==> src/rtl/alu_issue_ctrl.sv <==
// Issue controller for the 8-bit ALU. It accepts one instruction at a time,
// issues it to the registered ALU, and writes the result back one cycle later.
module alu_issue_ctrl #(
  parameter logic [7:0] RF_RESET_VAL = 8'h00
) (
  input  logic        clk,
  input  logic        rst_n,
  input  logic        instr_valid,
  output logic        instr_ready,
  input  logic [15:0] instr,
  output logic        alu_en,
  output logic [3:0]  alu_opcode,
  output logic [7:0]  alu_a,
  output logic [7:0]  alu_b,
  output logic [7:0]  alu_shamt,
  input  logic [7:0]  alu_result,
  input  logic        alu_zero,
  input  logic        alu_carry,
  output logic        done,
  output logic        done_err,
  output logic [1:0]  done_rd,
  output logic [7:0]  done_data,
  output logic        zero_flag,
  output logic        carry_flag,
  input  logic [1:0]  dbg_addr,
  output logic [7:0]  dbg_data
);

  typedef enum logic [1:0] {IDLE, ISSUE, WB, WB_ERR} state_t;

  state_t          state_q, state_d;
  logic [3:0][7:0] rf_q;
  logic [1:0]      rd_q;
  logic            accept;
  logic            legal;

  assign accept   = instr_valid && instr_ready;
  assign legal    = (instr[15:12] <= 4'd9);
  assign dbg_data = rf_q[dbg_addr];

  always_comb begin
    state_d     = state_q;
    instr_ready = 1'b0;
    alu_en      = 1'b0;
    done        = 1'b0;
    done_err    = 1'b0;
    done_rd     = 2'd0;
    done_data   = 8'h00;
    case (state_q)
      IDLE: begin
        instr_ready = 1'b1;
        if (instr_valid) state_d = legal ? ISSUE : WB_ERR;
      end
      ISSUE: begin
        alu_en  = 1'b1;
        state_d = WB;
      end
      WB: begin
        done      = 1'b1;
        done_rd   = rd_q;
        done_data = alu_result;
        state_d   = IDLE;
      end
      WB_ERR: begin
        done     = 1'b1;
        done_err = 1'b1;
        done_rd  = rd_q;
        state_d  = IDLE;
      end
      default: state_d = IDLE;
    endcase
  end

  always_ff @(posedge clk or negedge rst_n) begin
    if (!rst_n) state_q <= IDLE;
    else        state_q <= state_d;
  end

  // Operands are captured at accept: nothing writes the register file between
  // accept and ISSUE, so this equals reading it during ISSUE, and the registers
  // naturally hold their values outside ISSUE.
  always_ff @(posedge clk or negedge rst_n) begin
    if (!rst_n) begin
      rd_q       <= 2'd0;
      alu_opcode <= 4'd0;
      alu_a      <= 8'h00;
      alu_b      <= 8'h00;
      alu_shamt  <= 8'h00;
    end else if (accept) begin
      rd_q <= instr[11:10];
      if (legal) begin
        alu_opcode <= instr[15:12];
        alu_a      <= rf_q[instr[11:10]];
        alu_b      <= rf_q[instr[9:8]];
        alu_shamt  <= instr[7:0];
      end
    end
  end

  always_ff @(posedge clk or negedge rst_n) begin
    if (!rst_n) begin
      rf_q       <= {4{RF_RESET_VAL}};
      zero_flag  <= 1'b0;
      carry_flag <= 1'b0;
    end else if (state_q == WB) begin
      rf_q[rd_q] <= alu_result;
      zero_flag  <= alu_zero;
      carry_flag <= alu_carry;
    end
  end

endmodule
==> config.mk <==
export PLATFORM = sky130hd
export DESIGN_NAME = alu_issue_ctrl
export DESIGN_NICKNAME = d
export VERILOG_FILES = /design/src/rtl/alu_issue_ctrl.sv
export SDC_FILE = /design/constraint.sdc
export NUM_CORES = 1
export LEC_CHECK = 0
export BUFFER_PORTS_ARGS = -buffer_cell sky130_fd_sc_hd__buf_4
export CORE_MARGIN = 2
export CORE_UTILIZATION = 48
export DETAILED_ROUTE_END_ITERATION = 10
export PLACE_DENSITY = 0.76
export SLEW_MARGIN = 20
export SYNTH_ARGS = -nofsm -noshare
export SYNTH_HDL_FRONTEND = slang
export SYNTH_SLANG_ARGS = --single-unit
export TNS_END_PERCENT = 30
==> constraint.sdc <==
create_clock -name clk -period 1.5 [get_ports clk]
set_input_delay 0.075 -clock clk [delete_from_list [all_inputs] [get_ports clk]]
set_output_delay 0.075 -clock clk [all_outputs]
set_load 0.05 [all_outputs]
# After elaboration in Yosys (flattened, before gate mapping)

Index checks and enable logic that the tools add are counted.

Magnitude comparators: 6
Equal/unequal tests: 4
Multiplexer cells: 18
Reduce and logical (&&, ||, !) cells: 5

Operators with widths:

| kind                                                   | count |
|---|---|
| binary-select mux 8 bit (select 2 bit)                 | 3 |
| 2-to-1 mux 8 bit                                       | 5 |
| bitwise mux 32 bit                                     | 1 |
| demux 8 bit (select 2 bit)                             | 1 |
| < comparator 2 x 3 -> 1 bit (second input constant)    | 4 |
| 2-to-1 mux 2 bit                                       | 3 |
| one-hot mux 2 bit (3 select lines)                     | 1 |
| == test 2 bit (second input constant)                  | 2 |
| less-or-equal comparator 4 bit (second input constant) | 1 |
| 2-to-1 mux 1 bit                                       | 4 |
| == test 2 x 1 -> 1 bit (second input constant)         | 1 |
| >= comparator 2 x 1 -> 1 bit (second input constant)   | 1 |
| logical AND 1 bit                                      | 2 |
| zero test 2 bit                                        | 1 |
| inequality test 2 bit (second input constant)          | 1 |
| AND reduction 2 bit                                    | 1 |
| OR reduction 2 bit                                     | 1 |

Flip-flop bits (word level): 66
Input port bits: 31
Output and inout bits: 52
Logic and storage cells: 45

# Longest topological paths before layout

Depth in word-level cells: 5
Gate-level depth with buffers: 5
Depth with buffers taken out: 3

# Least setup slack after synthesis

OpenSTA, ideal clock, no wires.

Path type: reg2reg
From: reg state_q[1]
To: reg alu_a[0]
Setup time: 0.125 ns
Data arrival time: 1.389 ns
Data required time: 1.375 ns
Setup slack: -0.014 ns
Stages on the path, launching flop included: 6
Path buffers: 2
Clock period less this slack: 1.514 ns
Cells stage by stage: dfrtp_1 -> buf_6 -> nor3b_4 -> nand2_4 -> buf_6 -> mux2_4

Cells in the longest elaborated chain, start to end: 4

Ends and longest elaborated chain:

| what                                 | line | source |
|---|---|---|
| from (decl)                          | 31   | `state_t state_q, state_d;` |
| from (signal assigned)               | 76   | `else state_q <= state_d;` |
| zero test 2 bit                      | 49   | `case (state_q)` |
| 2-to-1 mux 1 bit                     | 49   |  |
| logical AND 1 bit                    | 37   | `assign accept = instr_valid && instr_ready;` |
| AND reduction 2 bit (no source line) | --   |  |
| to (signal assigned)                 | 93   | `alu_a <= rf_q[instr[11:10]];` |
| to (decl)                            | 13   | `output logic [7:0] alu_a,` |

Every way passes these cells.
A chain may end at the register's enable or synchronous reset.

# Worst setup path after layout

From: reg state_q[0]
To: out done_data[6]

Cells in the longest elaborated chain, start to end: 2

Ends and longest elaborated chain:

| what             | line | source |
|---|---|---|
| == test 2 bit    | 49   |  |
| 2-to-1 mux 8 bit | 49   |  |
| to (decl)        | 22   | `output logic [7:0] done_data,` |

Every way passes these cells.

==> flow_metrics.tcl <==
set metrics [dict create \
    status "complete, but fails checks" \
    violations "negative setup slack" \
    highest_layer "met4" \
    portBuffers 82 \
    setup_viol 9 \
    cts_inserted_buffers 9 \
    critical-path-top-delay-family "simple AND/OR/NAND/NOR gates" \
    power_frac_seq_pct 32.3 \
    clkPwrFrac_pct 16.1 \
    routed-wl-met2_um 3840 \
    post-place-ws_ns -0.0193 \
    antenna_cells 0 \
    path_clk_slew_ns 0.08 \
    whs_ns 0.0159 \
    fin_area_um2 4650 \
    gp_congestion 0.780 \
    slew_headroom_pct 74.1 \
    finalHoldViolCount 0 \
    via_per_inst 5.39 \
    vdd.ir_drop.worst_mv 1.31 \
    antenna_found_initial 0 \
    avgRoutedWirePerCell_um 18.5 \
    crit_fanout 6 \
    tightest_slew_ns 0.388 \
    die_area_um2 7430 \
    p_sw_uw 4080 \
    drv_slew 0 \
    tns_ns -0.146 \
    synth-xor-area-share_pct 0 \
    postPlaceCellArea_um2 4020 \
    clock.fmax_mhz 651 \
    yosys.area_share.adder_pct 0 \
    path_buf_inv 2 \
    firstDrtPassIters 4 \
    syn-num-nets 224 \
    dieHeight_um 86.2 \
    start_util_pct 50.2 \
    grt_max_degree 39 \
    num_rows 29 \
    period_minus_slack_ns 1.53 \
    cts_tree "done" \
    min_period_over_period_pct 102 \
    cts.sink_count 66 \
    grt_usage_pct 20.8 \
    synth_cell_types 19 \
    htree_levels 3 \
    post-dp-hpwl_um 5050 \
    final_nets 345 \
    p_comb_share_pct 51.5 \
    pin_count 83 \
    worst_ep_required_time_ns 1.42 \
    cp_data_arrival_time_ns 1.46 \
    cts_root_buffer "clkbuf_8" \
    hp-class "input pin to flop" \
    powerDensity_nw_per_um2 2160 \
    p_int_uw 5970 \
    area_growth_pct 43.3 \
    crit_chain "and2b_2 -> buf_4 -> and2_1 -> buf_6" \
    syn_area_um2 3240 \
    worst_setup_path_end_kind "output pin" \
    yosys.area_share.simple_pct 4.78 \
    drive_gt1_share_pct 67.7 \
    crit_slowest_cell "dfrtp_1" \
    core_area_um2 6460 \
    p_leak_uw 0.00217 \
    path_class "flop to output pin" \
    cap_violations 0 \
    final_cell_mix "buf_4, dfrtp_1, mux2_4, mux2_2, mux4_2" \
    wirelength_um 7340 \
    fin_cells 396 \
    syn_inst 193 \
    synth_warnings 0 \
    dr_wl_met3_um 282 \
    dr_total_vias 2133 \
    ant_nets 0 \
    grt_pass1_wl_um 11400 \
    rsz0062_at_grt "true" \
    placed_cells 355 \
    grt_pass1_vias 2161 \
    clk_path_buf_depth 2 \
    fin_ws_ns -0.0350 \
    syn_area_per_cell_um2 16.8 \
    yosysSeqAreaShare_pct 50.9 \
    grt_overflow 0 \
    finClkSkew_ns 0.00938 \
    clk_latency_ns 0.34 \
    drc 0 \
    synth_top_family_by_area "multiplexers" \
    p_sw_share_pct 40.6 \
    synthMuxAreaShare_pct 40.8 \
    crit_path_max_incr_delay_ns 0.39 \
    drt-initial-drc-count 82 \
    start_kind "flop" \
    die_x_um 86.2 \
    final_common_cell "buf_4" \
    m1WireLength_um 3080 \
    synth_compound_area_share_pct 0.848 \
    ys_seq_elements 66 \
]
cell usage after synthesis:
| master | number | area, um2 |
|---|---|---|
| a21oi_1 | 3 | 15.0 |
| and2_1 | 11 | 68.8 |
| and2b_1 | 1 | 7.51 |
| and3b_1 | 2 | 17.5 |
| buf_1 | 1 | 3.75 |
| buf_2 | 5 | 25.0 |
| buf_6 | 3 | 33.8 |
| clkbuf_1 | 4 | 15.0 |
| dfrtp_1 | 66 | 1650 |
| inv_1 | 2 | 7.51 |
| mux2_2 | 43 | 484 |
| mux2_4 | 20 | 300 |
| mux4_2 | 24 | 541 |
| nand2_4 | 1 | 11.3 |
| nand3_1 | 1 | 5.00 |
| nor2_1 | 2 | 7.51 |
| nor3b_4 | 2 | 37.5 |
| o211ai_1 | 1 | 7.51 |
| o21ai_0 | 1 | 5.00 |
repair_timing:
action,CTS,global route
resized for setup,28,21
endpoints found under the hold margin,52,2
buffers inserted,1,3
pin swaps,5,1
endpoints found under the setup margin,26,65
hold buffers,19,2
cells by family (layout without fill, tap and decap cells):
logic type | Yosys count | after routing
flip-flops | 66 | 66
multiplexers | 87 | 87
AND/OR/NAND/NOR | 20 | 20
AO/OA/AOI/OAI | 5 | 5
buffers and inverters | 15 | 141
area by class of cell:
type / count / area [um2]
clock buffer: 9 / 124
clock inverter: 7 / 93.8
fill: 436 / 1810
inverter: 2 / 7.51
multi-input combinational: 112 / 1570
sequential: 66 / 1650
tap: 77 / 96.3
timing repair buffer: 123 / 1100
metrics by stage:
stage | utilization [%] | power (uW)
detailed placement | 62.3 | 8090
CTS | 70.2 | 9900
finish | 72.0 | 10000
floorplan | - | 6680
global route | 72.0 | 10500
global placement | 62.3 | 7960
layer usage:
metal | vias to the layer above | global-route usage, %
met1 | 1101 | 26.9
met4 | 0 | 7.24
met3 | 10 | 5.05
met5 | - | 0
met2 | 59 | 34.8
li1 | 963 | -
path summary, 6_finish.rpt:
check	from	endpoint	slack, ns	cells after the start
max	state_q[0]	done_data[6]	-0.03	4
min	alu_result[0]	rf_q[8]	0.02	2
max in group asynchronous	rst_n	rf_q[16]	0.77	3
min reg2reg	alu_shamt[2]	alu_shamt[2]	0.51	1
min in group asynchronous	rst_n	alu_opcode[3]	0.21	2
max reg2reg	state_q[0]	rf_q[7]	0.01	4
power groups by stage:
stage / combinational (uW) / clock, uW / sequential (uW)
global route: 5390 / 1760 / 3370
global placement: 4760 / 0 / 3210
CTS: 5030 / 1650 / 3230
finish: 5180 / 1620 / 3250
detailed placement: 4820 / 0 / 3270
floorplan: 2350 / 0 / 4330
sequential cells by signal, summed over array words and instances, names as in the netlist:
signal and cells:
rf_q 32, alu_a 8, alu_b 8, alu_shamt 8, alu_opcode 4, rd_q 2, state_q 2, carry_flag 1
zero_flag 1
Note: power is estimated with default switching activity, not from simulation.
